## config.mk

```make
export PLATFORM = sky130hd
export DESIGN_NAME = alu_mem_sequencer
export DESIGN_NICKNAME = d
export VERILOG_FILES = /design/src/rtl/alu_mem_sequencer.sv
export SDC_FILE = /design/constraint.sdc
export NUM_CORES = 1
export LEC_CHECK = 0
export ABC_AREA = 1
export CORE_MARGIN = 2
export CORE_UTILIZATION = 25
export CTS_BUF_LIST = sky130_fd_sc_hd__clkbuf_4
export DETAILED_ROUTE_END_ITERATION = 12
export PLACE_DENSITY = 0.58
export SLEW_MARGIN = 10
export SYNTH_ARGS = -nofsm -noshare
export SYNTH_HDL_FRONTEND = slang
export SYNTH_SLANG_ARGS = --single-unit
```

## constraint.sdc

```tcl
create_clock -name clk -period 3.01 [get_ports clk]
set_input_delay 0.4515 -clock clk [delete_from_list [all_inputs] [get_ports clk]]
set_output_delay 0.4515 -clock clk [all_outputs]
set_load 0.01 [all_outputs]
```

## src/rtl/alu_mem_sequencer.sv

```systemverilog
// rtl/alu_mem_sequencer.sv - batch sequencer feeding operand-memory pairs through an ALU
// Results are presented on a valid/ready port; every output is a flop.
module alu_mem_sequencer #(
  parameter int ADDR_W = 4,
  parameter int DATA_W = 32,
  parameter int OP_W   = 4
) (
  input  logic              clk,
  input  logic              rst_n,
  input  logic              start,
  input  logic              abort,
  input  logic [ADDR_W-1:0] startAddr,
  input  logic [ADDR_W:0]   count,
  input  logic [OP_W-1:0]   opcode,
  output logic [ADDR_W-1:0] addressA,
  output logic [ADDR_W-1:0] addressB,
  input  logic [DATA_W-1:0] dataA,
  input  logic [DATA_W-1:0] dataB,
  output logic [DATA_W-1:0] aluA,
  output logic [DATA_W-1:0] aluB,
  output logic [OP_W-1:0]   aluOp,
  input  logic [DATA_W-1:0] aluResult,
  output logic              resValid,
  input  logic              resReady,
  output logic [DATA_W-1:0] resData,
  output logic [ADDR_W-1:0] resIndex,
  output logic              resZero,
  output logic              busy,
  output logic              done
);

  typedef enum logic [2:0] {S_IDLE, S_FETCH, S_EXEC, S_OUT, S_DONE} state_t;

  localparam logic [ADDR_W:0] DEPTH_C = (ADDR_W+1)'(2**ADDR_W);

  state_t            state_q, state_d;
  logic [ADDR_W:0]   remaining_q, remaining_d;
  logic [ADDR_W-1:0] index_q, index_d;
  logic [ADDR_W-1:0] addr_a_q, addr_a_d, addr_b_q, addr_b_d;
  logic [DATA_W-1:0] alu_a_q, alu_a_d, alu_b_q, alu_b_d;
  logic [OP_W-1:0]   alu_op_q, alu_op_d;
  logic              res_valid_q, res_valid_d;
  logic [DATA_W-1:0] res_data_q, res_data_d;
  logic [ADDR_W-1:0] res_index_q, res_index_d;
  logic              res_zero_q, res_zero_d;
  logic              busy_q, busy_d;
  logic              done_q, done_d;
  logic [ADDR_W:0]   count_clamped;

  assign count_clamped = (count > DEPTH_C) ? DEPTH_C : count;

  always_comb begin
    state_d     = state_q;
    remaining_d = remaining_q;
    index_d     = index_q;
    addr_a_d    = addr_a_q;
    addr_b_d    = addr_b_q;
    alu_a_d     = alu_a_q;
    alu_b_d     = alu_b_q;
    alu_op_d    = alu_op_q;
    res_valid_d = res_valid_q;
    res_data_d  = res_data_q;
    res_index_d = res_index_q;
    res_zero_d  = res_zero_q;

    case (state_q)
      S_IDLE: begin
        if (start) begin
          alu_op_d    = opcode;
          remaining_d = count_clamped;
          index_d     = '0;
          if (count_clamped == '0) begin
            state_d = S_DONE;
          end else begin
            addr_a_d = startAddr;
            addr_b_d = startAddr + ADDR_W'(1);
            state_d  = S_FETCH;
          end
        end
      end
      S_FETCH: begin
        alu_a_d = dataA;
        alu_b_d = dataB;
        state_d = S_EXEC;
      end
      S_EXEC: begin
        res_data_d  = aluResult;
        res_zero_d  = (aluResult == '0);
        res_index_d = index_q;
        res_valid_d = 1'b1;
        state_d     = S_OUT;
      end
      S_OUT: begin
        if (resReady) begin
          res_valid_d = 1'b0;
          remaining_d = remaining_q - (ADDR_W+1)'(1);
          if (remaining_q == (ADDR_W+1)'(1)) begin
            state_d = S_DONE;
          end else begin
            addr_a_d = addr_a_q + ADDR_W'(2);
            addr_b_d = addr_b_q + ADDR_W'(2);
            index_d  = index_q + ADDR_W'(1);
            state_d  = S_FETCH;
          end
        end
      end
      S_DONE: state_d = S_IDLE;
      default: state_d = S_IDLE;
    endcase

    // Abort wins over the result handshake and suppresses the done pulse.
    if (abort && (state_q != S_IDLE)) begin
      state_d     = S_IDLE;
      res_valid_d = 1'b0;
    end

    busy_d = (state_d != S_IDLE);
    done_d = (state_d == S_DONE);
  end

  always_ff @(posedge clk or negedge rst_n) begin
    if (!rst_n) begin
      state_q     <= S_IDLE;
      remaining_q <= '0;
      index_q     <= '0;
      addr_a_q    <= '0;
      addr_b_q    <= '0;
      alu_a_q     <= '0;
      alu_b_q     <= '0;
      alu_op_q    <= '0;
      res_valid_q <= 1'b0;
      res_data_q  <= '0;
      res_index_q <= '0;
      res_zero_q  <= 1'b0;
      busy_q      <= 1'b0;
      done_q      <= 1'b0;
    end else begin
      state_q     <= state_d;
      remaining_q <= remaining_d;
      index_q     <= index_d;
      addr_a_q    <= addr_a_d;
      addr_b_q    <= addr_b_d;
      alu_a_q     <= alu_a_d;
      alu_b_q     <= alu_b_d;
      alu_op_q    <= alu_op_d;
      res_valid_q <= res_valid_d;
      res_data_q  <= res_data_d;
      res_index_q <= res_index_d;
      res_zero_q  <= res_zero_d;
      busy_q      <= busy_d;
      done_q      <= done_d;
    end
  end

  assign addressA = addr_a_q;
  assign addressB = addr_b_q;
  assign aluA     = alu_a_q;
  assign aluB     = alu_b_q;
  assign aluOp    = alu_op_q;
  assign resValid = res_valid_q;
  assign resData  = res_data_q;
  assign resIndex = res_index_q;
  assign resZero  = res_zero_q;
  assign busy     = busy_q;
  assign done     = done_q;

endmodule
```

---- Word level (Yosys, flattened, before mapping) ----
Cells that the tools add are included.
storage, ports and cells
  ROM bits ................................ 0
  input port bits ......................... 114
  memories ................................ 0
  register bits after elaboration ......... 128
  output and inout port bits .............. 116
  latch bits .............................. 0
  bits in writable memories ............... 0
operators by class
  bitwise operators ....................... 0
  $add $sub $neg .......................... 5
  multiplexer cells ....................... 27
  div/mod/pow operators ................... 0
  multipliers ............................. 0
  $lt $le $gt $ge ......................... 1
  reductions and logical operators ........ 13
  shift operators ......................... 0
  equality and inequality tests ........... 10
operators by type and width
  kind                                                  count
  two-way mux 4 bit                                     11
  zero test 32 bit                                      1
  one-hot mux 4 bit (2 select lines)                    3
  two-way mux 3 bit                                     5
  two-way mux 5 bit                                     3
  one-hot mux 3 bit (4 select lines)                    1
  one-hot mux 5 bit (2 select lines)                    1
  nonzero test 3 bit                                    3
  adder 4 x 1 -> 4 bit, second input constant           2
  adder 4 x 2 -> 4 bit, second input constant           2
  inequality test 2 bit, second input constant          4
  equality test 3 x 2 -> 1 bit, second input constant   2
  equality test 5 x 1 -> 1 bit, second input constant   1
  greater-than comparator 5 bit, second input constant  1
  zero test 5 bit                                       1
  AND reduction 5 bit                                   1
  subtractor 5 x 1 -> 5 bit, second input constant      1
  AND reduction 2 bit                                   2
  AND reduction 4 bit                                   1
  equality test 3 x 1 -> 1 bit, second input constant   1
  equality test 3 bit, second input constant            1
  zero test 3 bit                                       1
  inequality test 3 bit, second input constant          1
  AND reduction 3 bit                                   1
  other kinds (4)                                       5

---- Logic depth before layout (Yosys ltp) ----
Gate-level depths: netlist (run 1).
  depth after elaboration ................. 8
  gate-level depth with buffers ........... 10
  depth with buffers taken out ............ 10

---- Least setup slack after synthesis (run 1) ----
OpenSTA, ideal clock, no wires.
  path kind ............................... register to register
  start ................................... register remaining_q[0]
  end ..................................... register addr_a_q[1] (netlist: addressA[1])
  required time ........................... 2.894 ns
  path buffers ............................ 0
  stages on the path, launching flop included .. 10
  period minus slack after synthesis ...... 1.317 ns
  data arrival time ....................... 1.200 ns
  library setup time ...................... 0.116 ns
  setup slack ............................. 1.693 ns
  cell sequence ........................... dfrtp_1 ha_1 inv_1 nor2_1 nand2_1 nand3_1 nand2_1 nand2_1 nand2_1 nand2_1
between the ends
  word-level cells in the longest chain between the ends .. 3
ends and longest elaborated chain
  item                                    RTL line  text
  start: declaration                      37        logic [ADDR_W:0] remaining_q, remaining_d;
  start signal: assignment                139       remaining_q <= remaining_d;
  equality test 5 x 1 -> 1 bit            97        if (remaining_q == (ADDR_W+1)'(1)) begin
  inequality test 2 bit (no source line)  n/a
  AND reduction 5 bit (no source line)    n/a
  end signal: assignment                  141       addr_a_q <= addr_a_d;
  end: declaration                        39        logic [ADDR_W-1:0] addr_a_q, addr_a_d, addr_b_q, addr_b_d;
No other way between the ends.
A chain may end at the register's enable or synchronous reset.

---- Worst setup path in the final report (run 1) ----
  start ................................... register addr_b_q[1] (netlist: addressB[1])
  end ..................................... output port addressB[1]
RTL lines
  item                      RTL line  text
  start: declaration        39
  start signal: assignment  142       addr_b_q <= addr_b_d;
  end: declaration          16        output logic [ADDR_W-1:0] addressB,
No word-level cell between the ends.

==> results of run 1 <==
[power breakdown]
part	switching, µW	leakage [µW]	total, µW	internal [µW]
registers	433	0.00155	2960	2530
logic	1670	0.00200	3960	2290
clock network	640	0.000143	1140	498
total	2740	0.00369	8060	5310
[metrics by stage]
| stage | power, µW | setup WS [ns] |
|---|---|---|
| floorplan | 4970 | 1.69 |
| global placement | 7000 | 1.12 |
| detailed placement | 7030 | 1.10 |
| CTS | 8210 | 0.977 |
| global route | 8680 | 0.930 |
| finish | 8060 | 1.06 |
[how the worst min path moves through the flow]
stage | to | start | cells past startpoint | slack, ns
after global placement | remaining_q[1] | remaining_q[1] | 2 | 0.46
final | aluA[0] | rst_n | 2 | 0.48
after floorplan | addressA[0] | rst_n | 0 | 0.16
after detailed placement | aluOp[3] | aluOp[3] | 2 | 0.47
after CTS | aluOp[0] | opcode[0] | 3 | 0.42
after global routing | aluOp[0] | opcode[0] | 3 | 0.43
[layout by cell type (no fill, tap or decap), types with 2 or more instances in the layout]
master           instances
nor2_1                  20
mux2_2                  68
nand2_1                105
inv_1                   49
nand3_1                 22
o21bai_1                 2
nand2_2                  2
dfrtp_1                128
nand2_4                  2
a21oi_1                  2
clkinvlp_4               2
ha_1                     6
xor2_1                   2
buf_12                   2
clkinv_1                 2
nor2_4                   3
bufinv_16                2
xnor2_1                  3
clkinv_4                 2
o21ai_0                 42
clkbuf_4                19
clkinv_2                 4
clkdlybuf4s50_1        228
mux2_4                   6
nand4_1                  4
[registers in the layout (all words and copies together) (netlist names)]
| register | cells |
|---|---|
| resValid | 1 |
| addressB | 4 |
| resZero | 1 |
| resIndex | 4 |
| remaining_q | 5 |
| busy | 1 |
| aluB | 32 |
| index_q | 4 |
| state_q | 3 |
| addressA | 4 |
| aluOp | 4 |
| resData | 32 |
| done | 1 |
| aluA | 32 |
[repair_timing]
item                                   CTS  global route
hold buffers                             1             0
gates resized for setup                  0             0
endpoints found under the hold margin   62             0
[kinds of logic after synthesis]
| kind of cell | share of synthesized area, % |
|---|---|
| simple gates | 12.8 |
| flops | 59.1 |
| mux | 15.8 |
| buf+inv | 5.54 |
| compound gates | 4.66 |
| fa+ha+maj | 1.38 |
| xor+xnor | 0.808 |
[per-layer routing]
layer	global-route usage [%]	share of wire (%)
met2	21.3	49
met3	4.91	9.4
met5	0	0
met1	14.9	40
met4	3.69	1.6
[final cells by class]
| cell class | instances | area, µm² |
|---|---|---|
| fill | 2086 | 12900 |
| sequential | 128 | 3200 |
| timing repair buffer | 233 | 2350 |
| multi-input combinational | 295 | 1920 |
| tap | 275 | 344 |
| inverter | 50 | 188 |
| clock buffer | 19 | 143 |
| clock inverter | 12 | 120 |
==> results.sh, run 1 <==
export IMPL_clockRootBuffer="clkbuf_4"
export IMPL_antenna_cells=0
export IMPL_r2r_end="aluB[27]"
export IMPL_final_util_pct=39.1
export IMPL_syn_area_mm2=0.00542
export IMPL_coreArea_mm2=0.0212
export IMPL_synth_seq_cells=128
export IMPL_cts_tree="built"
export IMPL_synth_area_top_cells="dfrtp_1 (59%), mux2_2 (14%), nand2_1 (7.3%), o21ai_0 (3.9%), inv_1 (3.4%)"
export IMPL_async_reset_ff_share_pct=100
export IMPL_dr_pass1_iters=5
export IMPL_ys_seq_area_share_pct=59.1
export IMPL_synth_area_per_cell_um2=11.1
export IMPL_hp_class="in2async"
export IMPL_crit_arrival_ns=1.50
export IMPL_synth_top_cell_by_area="dfrtp_1"
export IMPL_h_tree_depth=4
export IMPL_ys_top_cells_by_count="dfrtp_1 (128), nand2_1 (106), mux2_2 (68)"
export IMPL_crit_path_start="addressB[1]"
export IMPL_area_growth_pct=52.5
export IMPL_design_die_area_mm2=0.0229
export IMPL_vias_per_cell=4.19
export IMPL_hold_viol=0
export IMPL_worstPathMaxFanout=4
export IMPL_clk_latency_ns=0.51
export IMPL_clock_path_buffers=2
export IMPL_worst_pin_slew_ns=0.960
export IMPL_dp_cells=980
export IMPL_vias=4236
export IMPL_synth_top_area_share_pct=59.1
export IMPL_status="complete, no violations"
export IMPL_worstSetupPathType="reg2out"
export IMPL_finalSetupTns_ns=0
export IMPL_die_x_um=151
export IMPL_yosysMostFrequentCell="dfrtp_1"
export IMPL_synth_edf_count=0
export IMPL_place_congestion=0.805
export IMPL_cts_buffers=17
export IMPL_synth_flop_cell="dfrtp_1"
export IMPL_placed_area_mm2=0.00800
export IMPL_drive_gt1_share_pct=16.0
export IMPL_hpwl_um=10800
export IMPL_max_slew_margin_pct=35.7
export IMPL_finalClockSkew_ns=0.0158
export IMPL_setup_violations=0
export IMPL_grt_setup_unrepaired="no"
export IMPL_cp_endpoint="addressB[1]"
export IMPL_slew_violations=0
export IMPL_leakage_uw=0.00369
export IMPL_fin_crit_sh_pct=64.9
export IMPL_clkTransAtPathRegs_ns=0.12
export IMPL_ir_drop_uv=361
export IMPL_first_global_vias=4261
export IMPL_cpPeakStageDelay_ns=0.56
export IMPL_pin_count=230
export IMPL_stdcell_count=1012
export IMPL_rr_worst_depth=4
export IMPL_syn_nets=608
export IMPL_r2r_start="state_q[2]"
export IMPL_drcViolationCount=0
export IMPL_syn_instance_count=488
export IMPL_ant_nets=0
export IMPL_initial_core_util_pct=25.6
export IMPL_critical_path_depth=1
export IMPL_path_delay_family="buffers and inverters"
export IMPL_ys_warn_count=0
export IMPL_powerDensity_mw_per_mm2=974
export IMPL_path_cells="clkdlybuf4s50_1"
export IMPL_finalCriticalPeriod_ns=1.95
export IMPL_grt_util_all_layers_pct=12.6
export IMPL_fin_hold_ws_ns=0.479
export IMPL_rrSetupSlack_ns=1.18
export IMPL_fin_nets=845
export IMPL_grt_pass1_wl_um=22500
export IMPL_routed_wl_um=14500
export IMPL_rows=53
export IMPL_final_area_mm2=0.00827
export IMPL_cp_start_kind="register"
export IMPL_wl_per_cell_um=14.3
export IMPL_cts_setup_buffers=0
export IMPL_grt_max_degree=65
export IMPL_drv_cap=0
export IMPL_crit_path_end_kind="primary output"
export IMPL_place_port_buffers=229
export IMPL_max_freq_mhz=512
export IMPL_drt_iter0_markers=157
export IMPL_cts_sinks=128
export IMPL_grt_overflow=0
export IMPL_synth_distinct_cells=27
export IMPL_critPathBufInv=1
export IMPL_slowest_stage="clkdlybuf4s50_1"
export IMPL_required_ns=2.56
export IMPL_grt_antenna_before_repair=0
export IMPL_fp_dieH_um=151
Note: power is estimated with default switching activity, not from simulation.
==> inputs of run 2 (changes only) <==
PLACE_DENSITY = 0.6   (was 0.58)
clock period = 1.7 ns   (was 3.01 ns; I/O delays follow)
==> run 2 against run 1 <==
  * Sequential power up 74%
  * Clock power up 89%
  * Cell count increased by 1.6%
  * Global-route usage grew 0.12 points
  * Die area stayed put
  * Count of clock-buffer cells in the layout shrank 2
  * Critical path depth is the same
  * Clock skew shrank 0.0032 ns
  * Combinational power grew 62%
  * Largest cell class unchanged
==> results.sh, run 2 (synthesis results as in run 1) <==
export IMPL_status="complete, no violations"
export IMPL_finalCriticalPeriod_ns=1.51
export IMPL_worstPathMaxFanout=2
export IMPL_drcViolationCount=0
export IMPL_required_ns=1.44
export IMPL_path_cells="dlygate4sd2_1"
export IMPL_drv_cap=0
export IMPL_vias_per_cell=4.12
export IMPL_cts_sinks=128
export IMPL_hpwl_um=11200
export IMPL_final_cell_mix="dfrtp_1 (128), dlygate4sd2_1 (116), clkdlybuf4s50_1 (112)"
export IMPL_grt_max_degree=47
export IMPL_drive_gt1_share_pct=17.9
export IMPL_slew_violations=0
export IMPL_die_x_um=151
export IMPL_clk_latency_ns=0.52
export IMPL_dr_pass1_iters=4
export IMPL_crit_arrival_ns=1.26
export IMPL_vias=4234
export IMPL_hold_viol=0
export IMPL_clockRootBuffer="clkbuf_4"
export IMPL_critPathBufInv=1
export IMPL_cpPeakStageDelay_ns=0.44
export IMPL_p_total_uw=13700
export IMPL_worst_pin_slew_ns=0.454
export IMPL_cp_start_kind="register"
export IMPL_layout_commonest_cell="dfrtp_1"
export IMPL_fin_hold_ws_ns=0.224
export IMPL_coreArea_mm2=0.0212
export IMPL_cts_buffers=17
export IMPL_design_die_area_mm2=0.0229
export IMPL_grt_setup_unrepaired="no"
export IMPL_rows=53
export IMPL_stdcell_count=1028
export IMPL_grt_util_all_layers_pct=12.8
export IMPL_cts_tree="built"
export IMPL_clock_path_buffers=2
export IMPL_crit_path_end_kind="primary output"
export IMPL_place_port_buffers=229
export IMPL_dp_cells=989
export IMPL_initial_core_util_pct=25.6
export IMPL_powerDensity_mw_per_mm2=1650
export IMPL_ant_nets=0
export IMPL_leakage_uw=0.00399
export IMPL_pin_count=230
export IMPL_fin_crit_sh_pct=88.8
export IMPL_hp_class="in2async"
export IMPL_max_slew_margin_pct=69.7
export IMPL_path_delay_family="flip-flops"
export IMPL_max_freq_mhz=662
export IMPL_ir_drop_uv=630
export IMPL_first_global_vias=4292
export IMPL_slowest_stage="dfrtp_1"
export IMPL_grt_pass1_wl_um=22300
export IMPL_area_growth_pct=53.3
export IMPL_finalSetupTns_ns=0
export IMPL_place_congestion=0.770
export IMPL_wl_per_cell_um=14.5
export IMPL_h_tree_depth=4
export IMPL_drt_iter0_markers=107
export IMPL_grt_antenna_before_repair=0
export IMPL_finalClockSkew_ns=0.0126
export IMPL_routed_wl_um=14900
export IMPL_fin_nets=860
export IMPL_worstSetupPathType="reg2out"
export IMPL_final_util_pct=39.3
export IMPL_clkTransAtPathRegs_ns=0.13
export IMPL_fp_dieH_um=151
export IMPL_antenna_cells=0
export IMPL_setup_violations=0
export IMPL_grt_overflow=0
-- run 2: cell count changes in the layout (fill, tap and decap cells not counted), moves of 3 or more --
cell             delta
clkdlybuf4s50_1   -116
dlygate4sd2_1     +116
inv_6               +5
clkinv_2            -3
buf_12              +4
buf_4              +11
-- run 2: per-layer routing --
metal / global-route usage (%) / vias up / part of all wire, %
met1: 15.1 / 1980 / 42
met2: 22.1 / 137 / 50
met3: 3.98 / 18 / 6.5
met5: 0 / - / 0
li1: - / 2099 / -
met4: 4.11 / 0 / 1.8
-- run 2: area by class of cell --
class                           count  area [µm²]
Fill cell                        2147       12800
Sequential cell                   128        3200
Timing Repair Buffer              248        2370
Multi-Input combinational cell    295        1920
Tap cell                          275         344
Inverter                           50         188
Clock inverter                     15         160
Clock buffer                       17         128
-- run 2: report_power, final --
part / total, µW / switching [µW] / internal [µW]
Clock: 2160 / 1270 / 890
Sequential: 5160 / 685 / 4470
Combinational: 6420 / 3080 / 3340
-- run 2: final timing paths --
path                                   from  slack [ns]  cells past startpoint          end
min in group clk                  opcode[0]        0.25                      3     aluOp[0]
worst min register to register     aluOp[0]        0.49                      2     aluOp[0]
worst max-delay path            addressA[3]        0.19                      1  addressA[3]
max in group asynchronous             rst_n        0.92                      3     aluA[27]
worst max register to register   state_q[2]        0.20                      7  addressB[3]
worst min-delay path                  rst_n        0.22                      2     aluA[12]
-- run 2: per-stage QoR --
| step | cell area [µm²] | worst slack [ns] |
|---|---|---|
| 2_1_floorplan | 5420 | 0.383 |
| 4_1_cts | 8310 | 0.128 |
| 3_5_place_dp | 8120 | 0.105 |
| 6_report | 8310 | 0.190 |
| 3_3_place_gp | 8120 | 0.123 |
| 5_1_grt | 8310 | 0.0324 |
-- run 2: timing repair --
item,4_1_cts,5_1_grt
hold buffers,1,0
buffers inserted,6,0
endpoints found under the setup margin,116,0
gates resized for setup,116,0
hold endpoints to repair,106,0
